### src/rtl/wb_uart_tx.sv
// Wishbone B4 classic slave UART transmitter: TX FIFO feeding an 8N1 shifter with programmable baud divisor.
// Optional even-parity bit is compiled in with `define WB_UART_TX_PARITY_EN (8E1, 11-bit frame).
module wb_uart_tx #(
    parameter int FIFO_DEPTH      = 16,
    parameter int DEFAULT_DIVISOR = 868
) (
    input  logic        clk_i,
    input  logic        rst_i,
    input  logic [31:0] adr_i,
    input  logic [31:0] dat_i,
    output logic [31:0] dat_o,
    input  logic [3:0]  sel_i,
    input  logic        we_i,
    input  logic        stb_i,
    input  logic        cyc_i,
    output logic        ack_o,
    output logic        err_o,
    output logic        rty_o,
    output logic        tx_o
);
    localparam int AW = $clog2(FIFO_DEPTH);
    localparam logic [AW:0] DEPTH_L = (AW + 1)'(FIFO_DEPTH);

    typedef enum logic [2:0] {
        S_IDLE  = 3'd0,
        S_START = 3'd1,
        S_DATA  = 3'd2,
        S_STOP  = 3'd3
`ifdef WB_UART_TX_PARITY_EN
        , S_PARITY = 3'd4
`endif
    } state_t;

    state_t      r_state, w_state_nxt;
    logic [AW:0] r_wr_ptr, r_rd_ptr, w_level;
    logic [7:0]  r_mem [FIFO_DEPTH];
    logic [7:0]  w_fifo_dout;
    logic        w_full, w_empty, w_push, w_pop;
    logic        r_ack, w_ack_nxt;
    logic [31:0] r_dat, w_rdata, w_status;
    logic [15:0] r_div, r_bit_div, r_cnt, w_div_lanes, w_div_new, w_level16;
    logic [2:0]  r_bit_idx;
    logic [7:0]  r_shift;
    logic        w_req, w_stall, w_commit, w_div_wr, w_bit_end, w_tx, w_busy, w_par_flag;
    logic        w_unused;
`ifdef WB_UART_TX_PARITY_EN
    logic        r_par;
    assign w_par_flag = 1'b1;
`else
    assign w_par_flag = 1'b0;
`endif

    assign w_unused = ^{adr_i[31:4], adr_i[1:0], dat_i[31:16], sel_i[3:2]};

    assign w_level     = r_wr_ptr - r_rd_ptr;
    assign w_full      = (w_level == DEPTH_L);
    assign w_empty     = (w_level == '0);
    assign w_level16   = 16'(w_level);
    assign w_fifo_dout = r_mem[r_rd_ptr[AW-1:0]];

    // Stall is decided on registered FIFO state; the push itself commits on the ack cycle.
    assign w_req     = cyc_i & stb_i;
    assign w_stall   = we_i & (adr_i[3:2] == 2'd0) & sel_i[0] & w_full;
    assign w_ack_nxt = w_req & ~r_ack & ~w_stall;
    assign w_commit  = w_req & r_ack & we_i;
    assign w_push    = w_commit & (adr_i[3:2] == 2'd0) & sel_i[0];
    assign w_div_wr  = w_commit & (adr_i[3:2] == 2'd2);

    assign w_div_lanes = {sel_i[1] ? dat_i[15:8] : r_div[15:8],
                          sel_i[0] ? dat_i[7:0]  : r_div[7:0]};
    assign w_div_new   = (w_div_lanes == 16'd0) ? 16'd1 : w_div_lanes;

    assign w_status = {16'd0, w_level16[7:0], 4'd0, w_par_flag, w_busy, w_empty, w_full};

    always_comb begin
        w_rdata = '0;
        case (adr_i[3:2])
            2'd1:    w_rdata = w_status;
            2'd2:    w_rdata = {16'd0, r_div};
            default: w_rdata = '0;
        endcase
    end

    always_ff @(posedge clk_i) begin
        if (rst_i) begin
            r_ack <= 1'b0;
            r_dat <= '0;
            r_div <= 16'(DEFAULT_DIVISOR);
        end else begin
            r_ack <= w_ack_nxt;
            r_dat <= (w_ack_nxt & ~we_i) ? w_rdata : '0;
            if (w_div_wr)
                r_div <= w_div_new;
        end
    end

    always_ff @(posedge clk_i) begin
        if (rst_i) begin
            r_wr_ptr <= '0;
            r_rd_ptr <= '0;
        end else begin
            if (w_push)
                r_wr_ptr <= r_wr_ptr + 1'b1;
            if (w_pop)
                r_rd_ptr <= r_rd_ptr + 1'b1;
        end
    end

    always_ff @(posedge clk_i) begin
        if (w_push)
            r_mem[r_wr_ptr[AW-1:0]] <= dat_i[7:0];
    end

    assign w_bit_end = (r_cnt == 16'd0);
    assign w_pop     = ~w_empty & ((r_state == S_IDLE) | ((r_state == S_STOP) & w_bit_end));

    always_ff @(posedge clk_i) begin
        if (rst_i)
            r_state <= S_IDLE;
        else
            r_state <= w_state_nxt;
    end

    always_comb begin
        w_state_nxt = r_state;
        case (r_state)
            S_IDLE:   if (w_pop) w_state_nxt = S_START;
            S_START:  if (w_bit_end) w_state_nxt = S_DATA;
            S_DATA:
                if (w_bit_end && r_bit_idx == 3'd7) begin
`ifdef WB_UART_TX_PARITY_EN
                    w_state_nxt = S_PARITY;
`else
                    w_state_nxt = S_STOP;
`endif
                end
`ifdef WB_UART_TX_PARITY_EN
            S_PARITY: if (w_bit_end) w_state_nxt = S_STOP;
`endif
            S_STOP:   if (w_bit_end) w_state_nxt = w_pop ? S_START : S_IDLE;
            default:  w_state_nxt = S_IDLE;
        endcase
    end

    always_comb begin
        w_tx   = 1'b1;
        w_busy = (r_state != S_IDLE);
        case (r_state)
            S_START:  w_tx = 1'b0;
            S_DATA:   w_tx = r_shift[0];
`ifdef WB_UART_TX_PARITY_EN
            S_PARITY: w_tx = r_par;
`endif
            default:  w_tx = 1'b1;
        endcase
    end

    // Divisor is captured per frame so a mid-frame DIVISOR write only affects later frames.
    always_ff @(posedge clk_i) begin
        if (rst_i) begin
            r_cnt     <= '0;
            r_bit_div <= 16'd1;
            r_bit_idx <= '0;
            r_shift   <= '0;
`ifdef WB_UART_TX_PARITY_EN
            r_par     <= 1'b0;
`endif
        end else if (w_pop) begin
            r_shift   <= w_fifo_dout;
            r_bit_div <= r_div;
            r_cnt     <= r_div - 16'd1;
            r_bit_idx <= '0;
`ifdef WB_UART_TX_PARITY_EN
            r_par     <= ^w_fifo_dout;
`endif
        end else if (r_state != S_IDLE) begin
            if (w_bit_end) begin
                r_cnt <= r_bit_div - 16'd1;
                if (r_state == S_DATA) begin
                    r_shift   <= r_shift >> 1;
                    r_bit_idx <= r_bit_idx + 3'd1;
                end
            end else begin
                r_cnt <= r_cnt - 16'd1;
            end
        end
    end

    assign ack_o = r_ack;
    assign dat_o = r_dat;
    assign err_o = 1'b0;
    assign rty_o = 1'b0;
    assign tx_o  = w_tx;

endmodule
### config.mk
export PLATFORM = sky130hd
export DESIGN_NAME = wb_uart_tx
export DESIGN_NICKNAME = d
export VERILOG_FILES = /design/src/rtl/wb_uart_tx.sv
export SDC_FILE = /design/constraint.sdc
export NUM_CORES = 1
export LEC_CHECK = 0
export CAP_MARGIN = 20
export CELL_PAD_IN_SITES_DETAIL_PLACEMENT = 0
export CELL_PAD_IN_SITES_GLOBAL_PLACEMENT = 1
export CORE_AREA = 2 2 109 216
export CTS_BUF_LIST = sky130_fd_sc_hd__clkbuf_4 sky130_fd_sc_hd__clkbuf_8
export CTS_CLUSTER_SIZE = 24
export DETAILED_ROUTE_END_ITERATION = 7
export DIE_AREA = 0 0 111 218
export MAX_ROUTING_LAYER = met4
export PLACE_DENSITY_LB_ADDON = 0.1
export SETUP_SLACK_MARGIN = 0.2
export SYNTH_ARGS = -nofsm -noshare
export SYNTH_HDL_FRONTEND = slang
export SYNTH_SLANG_ARGS = --single-unit
### constraint.sdc
create_clock -name clk_i -period 3.9 [get_ports clk_i]
set_clock_uncertainty 0.05 [all_clocks]
set_input_delay 1.17 -clock clk_i [delete_from_list [all_inputs] [get_ports clk_i]]
set_output_delay 1.17 -clock clk_i [all_outputs]
set_load 0.02 [all_outputs]
==> metrics.cfg, run 1 <==
[run_status]
status = completed

[pwr]
power_per_cell_area_mw_per_mm2 = 643
sw_frac_of_total_pct = 34.5
pwr-share-seq_pct = 39.3
leakage_uw = 0.00398
peakVddDrop_mv = 0.410
netSwitchingPower_uw = 2480
comb_power_share_pct = 34.9
power_uw = 7210
intPower_uw = 4720
clockPowerShare_pct = 25.8

[logic_synthesis]
synth_flop_cell = edfxtp_1
ys_seq_area_share_pct = 59.5
synth_edf_count = 128
syn_area_per_cell_sq_um = 12.9
synth_async_sr_flop_share_pct = 0
ys_seq_elements = 220
synthDistinctLibCells = 61
yosysWarnings = 0
syn_inst = 742
syn_area_sq_mm = 0.00956

[sta]
rsz0062_at_grt = no
drv_slew = 0
finalSetupTns_ps = 0
finalWorstSetupSlack_ps = 375
tightestPinTransition_ps = 727
finalCriticalPeriod_ps = 3520
finalCritPeriodShare_pct = 90.4
fmax_ghz = 0.284
finalHoldViolations = 0
maxSlewHeadroom_pct = 51.1
setup_violations = 0
fin_hold_ws_ps = 412

[clock_tree]
cts_hold_buf = 0
clk_pin_slew_ps = 60
clkLatencyLatePin_ps = 520
h-tree-depth = 2
clock_sinks = 220
cts_buffers = 34
root_buffer = clkbuf_8
cts_tree = yes
cts_buffer_depth = 3

[worst_setup_path]
worstSetupPathType = reg -> reg
r2r_slack_ps = 380
cp_cell_sequence = inv_2 > ha_4 > fa_2 > inv_1 > or3_4 > o31a_1 > nand2_1 > o21a_1 > ha_4 > o2111ai_4 > a211oi_2 > mux2i_1 > buf_4 > nor3_4 > xnor2_1 > o21ai_1
cp.depth = 16
endpoint_kind = flop
slowest_delay_ps = 510
cpMostUsedCell = ha_4
critPathSlowestCell = fa_2
start_kind = flop
cp_max_fo = 5
crit_required_ps = 4250
crit_family = compound AO/OA/AOI/OAI gates
ff2ff_path_depth = 16
worst_ep_arrival_time_ps = 3870
path_buf_inv = 3

[routing]
wl_mm = 24.2
detail-route-antenna-nets = 0
vias_per_cell = 5.41
firstDrtPassIters = 4
vias = 6132
drc = 0
post_drt_wl_per_cell_microns = 21.4
drt_iter0_markers = 349

[floorplanning]
fp.dieW_microns = 111
initial_utilization_pct = 42.4
core.rowCount = 78
die_h_microns = 218
dieArea_sq_mm = 0.0242
core_sq_mm = 0.0225
ios = 109

[global_routing]
grt_usage_pct = 21.0
grt_overflow_total = 0
grt_pass1_wl_mm = 37.4
antenna_found_initial = 0
grt_pass1_vias = 6419
grt_max_degree = 42

[placement]
pre_cts_ws_ps = 254
dpl_cell_area_sq_mm = 0.0105
place_congestion = 0.834
port_buffers = 42
post-dp-hpwl_mm = 17.5

[layout]
diodes = 0
drive_above_1_share_pct = 20.6
nets = 924
syn_to_final_growth_pct = 17.2
fillers = 1977
fin_area_sq_mm = 0.0112

[hold_path]
hp-class = reg -> reg
whs_path_depth = 2

[run]
drv_cap = 0

## state kept, by name, indices dropped and copies added, names as in the netlist, named ones only
| signal | cells |
|---|---|
| r_div | 16 |
| ack_o | 1 |
| r_bit_idx | 3 |
| r_shift | 8 |
| r_state | 2 |
| dat_o | 16 |
| r_cnt | 16 |
| r_wr_ptr | 5 |
| r_rd_ptr | 5 |
| r_bit_div | 16 |
| r_mem | 128 |
## repair_timing
| item | CTS | global route |
|---|---|---|
| endpoints found under the setup margin | 0 | 9 |
| setup buffers | 0 | 2 |
| hold endpoints to repair | 0 | 0 |
| gates resized for setup | 0 | 15 |
## metal layers
metal | share of wire, % | routed length (microns) | vias to the layer above | GRT usage, %
met5 | 0 | 0 | - | -
met4 | 4.0 | 980 | 0 | 9.17
met3 | 3.0 | 718 | 59 | 2.64
met2 | 60 | 14500 | 140 | 41.6
met1 | 33 | 8090 | 3028 | 19.8
li1 | - | - | 2905 | -
## worst register-to-register path: stages (launching register included)
cell	delay, ps
dfxtp_4	370
inv_2	60
ha_4	160
fa_2	510
inv_1	50
or3_4	400
o31a_1	370
nand2_1	110
o21a_1	160
ha_4	150
o2111ai_4	110
a211oi_2	220
mux2i_1	100
buf_4	180
nor3_4	180
xnor2_1	140
o21ai_1	90
## power by group through the flow
stage | clock (uW) | combinational, uW | sequential (uW)
after global routing | 2010 | 2740 | 2860
after global placement | 0 | 2370 | 2870
final | 1860 | 2520 | 2830
after floorplan | 0 | 1850 | 2790
after detailed placement | 0 | 2430 | 2880
after CTS | 1920 | 2440 | 2830
## layout make-up
class / instances / area [sq um] / area share [%]
tap: 280 / 350 / 3.12
multi-input combinational: 466 / 3660 / 32.6
sequential: 220 / 5690 / 50.8
clock buffer: 49 / 606 / 5.40
clock inverter: 9 / 42.5 / 0.379
timing repair buffer: 92 / 795 / 7.09
inverter: 17 / 63.8 / 0.569
## path summary, 6_finish.rpt
path / to / start
worst max-delay path: r_cnt[12] / r_wr_ptr[0]
worst min-delay path: r_bit_div[13] / r_bit_div[13]
worst min register to register: r_bit_div[13] / r_bit_div[13]
worst max register to register: r_cnt[12] / r_wr_ptr[0]
## cell families (layout without fill, tap and decap cells)
logic type / count (synthesis) / count (layout) / share of synthesized area, %
simple gates: 216 / 216 / 10.8
fa+ha+maj: 20 / 20 / 2.70
flops: 220 / 220 / 59.5
xor+xnor: 24 / 24 / 2.20
other cells: 1 / 18 / 0.0392
compound gates: 118 / 118 / 8.40
buf+inv: 73 / 167 / 3.83
mux: 70 / 70 / 12.6
## cells in the mapped netlist (14+ instances only)
master	count	area [sq um]
edfxtp_1	128	3840
dfxtp_1	92	1840
nor2_1	83	312
nand2_1	60	225
a21oi_1	42	210
mux4_2	40	901
mux2i_1	29	290
a211oi_1	20	150
buf_4	20	150
ha_1	19	238
clkbuf_1	17	63.8
inv_1	17	63.8
o21ai_0	16	80.1
nor3_1	15	75.1
xnor2_1	15	131
and3_1	14	87.6
buf_2	14	70.1
## cell usage in the layout, fill, tap and decap left out, types with 3 or more instances in the layout
cell type	n
edfxtp_1	128
nand3b_1	3
buf_4	49
ha_1	17
inv_1	16
mux4_2	40
conb_1	18
xnor2_1	14
a311oi_1	3
nor2_1	81
nand2b_1	5
a22oi_1	8
clkbuf_8	38
or3_1	6
a211oi_1	18
dfxtp_1	89
nand2_1	60
nor3_1	14
and3_1	14
and2_1	3
nor4_1	5
nand3_1	5
clkdlybuf4s50_1	41
o21ai_0	16
nand4_1	4
clkinv_2	4
xor2_1	9
clkinv_1	4
mux2i_1	29
a21oi_1	41
a211o_1	7
clkbuf_4	11
## metrics by stage
| step | std cells | util, % |
|---|---|---|
| after floorplan | 759 | - |
| after global placement | 1073 | 46.5 |
| after detailed placement | 1073 | 46.5 |
| after CTS | 1131 | 49.3 |
| after global routing | 1133 | 49.7 |
| final | 1133 | 49.7 |
Power figures use the tool's default switching activity.
==> inputs of run 2 (changes only) <==
--- a/config.mk
+++ b/config.mk
@@ -10,3 +10,3 @@
 export CELL_PAD_IN_SITES_GLOBAL_PLACEMENT = 1
-export CORE_AREA = 2 2 109 216
+export CORE_AREA = 2 2 104 207
 export CTS_BUF_LIST = sky130_fd_sc_hd__clkbuf_4 sky130_fd_sc_hd__clkbuf_8
@@ -14,3 +14,3 @@
 export DETAILED_ROUTE_END_ITERATION = 7
-export DIE_AREA = 0 0 111 218
+export DIE_AREA = 0 0 106 209
 export MAX_ROUTING_LAYER = met4
==> constraint.sdc (replaced) <==
create_clock -name clk_i -period 4.4 [get_ports clk_i]
set_clock_uncertainty 0.05 [all_clocks]
set_input_delay 1.32 -clock clk_i [delete_from_list [all_inputs] [get_ports clk_i]]
set_output_delay 1.32 -clock clk_i [all_outputs]
set_load 0.005 [all_outputs]
==> run 2 against run 1 <==
Sequential share of layout area is 0.78 points higher. Critical path type unchanged. Cell count is 2.3% lower. Global-route usage is 0.32 points higher.
==> metrics.cfg, run 2 (synthesis gave the netlist of run 1 again) <==
[routing]
highest_layer = met4
drc = 0
vias_per_cell = 5.40
detail-route-antenna-nets = 0
wl_met2_mm = 10.9
post_drt_wl_per_cell_microns = 20.2
wl_met3_microns = 953
vias = 5973
wl_met1_mm = 10.1
drt_iter0_markers = 338
firstDrtPassIters = 4
wl_mm = 22.4

[floorplanning]
core_sq_mm = 0.0207
dieArea_sq_mm = 0.0222
core.rowCount = 75
ios = 109
initial_utilization_pct = 46.1
die_h_microns = 209
fp.dieW_microns = 106

[layout]
largest_reg_flops = 128
seqCellArea_sq_mm = 0.00569
syn_to_final_growth_pct = 15.3
nets = 907
layout_common_cells = edfxtp_1 (128), dfxtp_1 (90), nor2_1 (83)
final_common_cell = edfxtp_1
utilization_pct = 53.2
diodes = 0
drive_above_1_share_pct = 18.3
fillers = 1844
multi_input_area_sq_mm = 0.00359

[pwr]
peakVddDrop_mv = 0.370
pwr-share-seq_pct = 41.1
leakage_uw = 0.00391
sw_frac_of_total_pct = 33.9
comb_power_share_pct = 31.6
intPower_uw = 4110
netSwitchingPower_uw = 2110
power_uw = 6220
clockPowerShare_pct = 27.2
power_per_cell_area_mw_per_mm2 = 564

[clock_tree]
h-tree-depth = 1
clkLatencyLatePin_ps = 600
cts_buffer_depth = 3
root_buffer = clkbuf_8
clk_pin_slew_ps = 70
postCtsResizedCells = 0
clock_sinks = 220
cts_tree = yes
cts_buffers = 31
post_cts.repair.setup_buffers = 0
cts_hold_buf = 0

[worst_setup_path]
slowest_delay_ps = 420
cpMostUsedCell = xnor2_1
ff2ff_path_depth = 15
cp_cell_sequence = inv_1 > ha_1 > fa_1 > xnor2_1 > or3_4 > o31a_2 > nand2_1 > o21a_1 > ha_2 > o2111ai_2 > a211oi_2 > mux2i_2 > a21oi_1 > xnor2_1 > a211oi_1
worst_ep_arrival_time_ps = 4300
endpoint_kind = flop
worstSetupPathType = reg -> reg
crit_required_ps = 4850
start_kind = flop
cp_max_fo = 8
critPathSlowestCell = dfxtp_1

[sta]
setup_violations = 0
tightestPinTransition_ps = 887
finalSetupTns_ps = 0
finalHoldViolations = 0
rsz0062_at_grt = no
drv_slew = 0
fmax_ghz = 0.260
maxSlewHeadroom_pct = 40.9
finalCritPeriodShare_pct = 87.5
finalCriticalPeriod_ps = 3850
fin_hold_ws_ps = 405
finalWorstSetupSlack_ps = 548

[global_routing]
grt_max_degree = 73
grt_pass1_wl_mm = 34.8
grt_overflow_total = 0
grt_pass1_vias = 6045
grt_usage_pct = 21.3
antenna_found_initial = 0

[hold_path]
whs_path_depth = 2
hp-class = reg -> reg

[run]
drv_cap = 0

[placement]
port_buffers = 42
place_congestion = 0.785
post-dp-hpwl_mm = 14.5
pre_cts_ws_ps = 352

[run_status]
status = completed

## run 2: path summary, 6_finish.rpt
| kind | start | endpoint | slack (ps) |
|---|---|---|---|
| max reg2reg | r_wr_ptr[0] | r_cnt[14] | 550 |
| min | r_bit_div[15] | r_bit_div[15] | 400 |
| min reg2reg | r_bit_div[15] | r_bit_div[15] | 400 |
| max | r_wr_ptr[0] | r_cnt[14] | 550 |
## run 2: final cells by class
class                           count  area share [%]
Clock inverter                     17            1.28
Tap cell                          269            3.05
Sequential cell                   220            51.6
Multi-Input combinational cell    466            32.6
Clock buffer                       40            4.71
Timing Repair Buffer               78            6.22
Inverter                           17           0.579
## run 2: metal layers
metal / vias up / track usage [%]
met3: 27 / 2.34
li1: 2876 / -
met5: - / -
met2: 134 / 33.7
met4: 0 / 5.99
met1: 2936 / 29.5
## run 2: through the flow
stage	area, sq um	std cells
final	11000	1107
after CTS	11000	1107
after global placement	10300	1050
after detailed placement	10300	1050
after floorplan	9630	759
after global routing	11000	1107
## run 2: critical path, delay by kind of cell (launching register included)
| kind | cells | cell delay (ps) |
|---|---|---|
| AOI/OAI and AO/OA | 6 | 1360 |
| adders and majority gates | 3 | 860 |
| and+or+nand+nor | 2 | 500 |
| DFF | 1 | 420 |
| xor gates and xnor gates | 2 | 280 |
| muxes | 1 | 160 |
| buffers and inverters | 1 | 110 |
## run 2: power groups by stage
stage / clock network, uW / logic (uW) / registers [uW]
after floorplan: 0 / 1580 / 2470
after global placement: 0 / 1940 / 2610
after detailed placement: 0 / 1960 / 2610
after CTS: 1740 / 1970 / 2560
after global routing: 1820 / 2180 / 2600
final: 1690 / 1970 / 2560
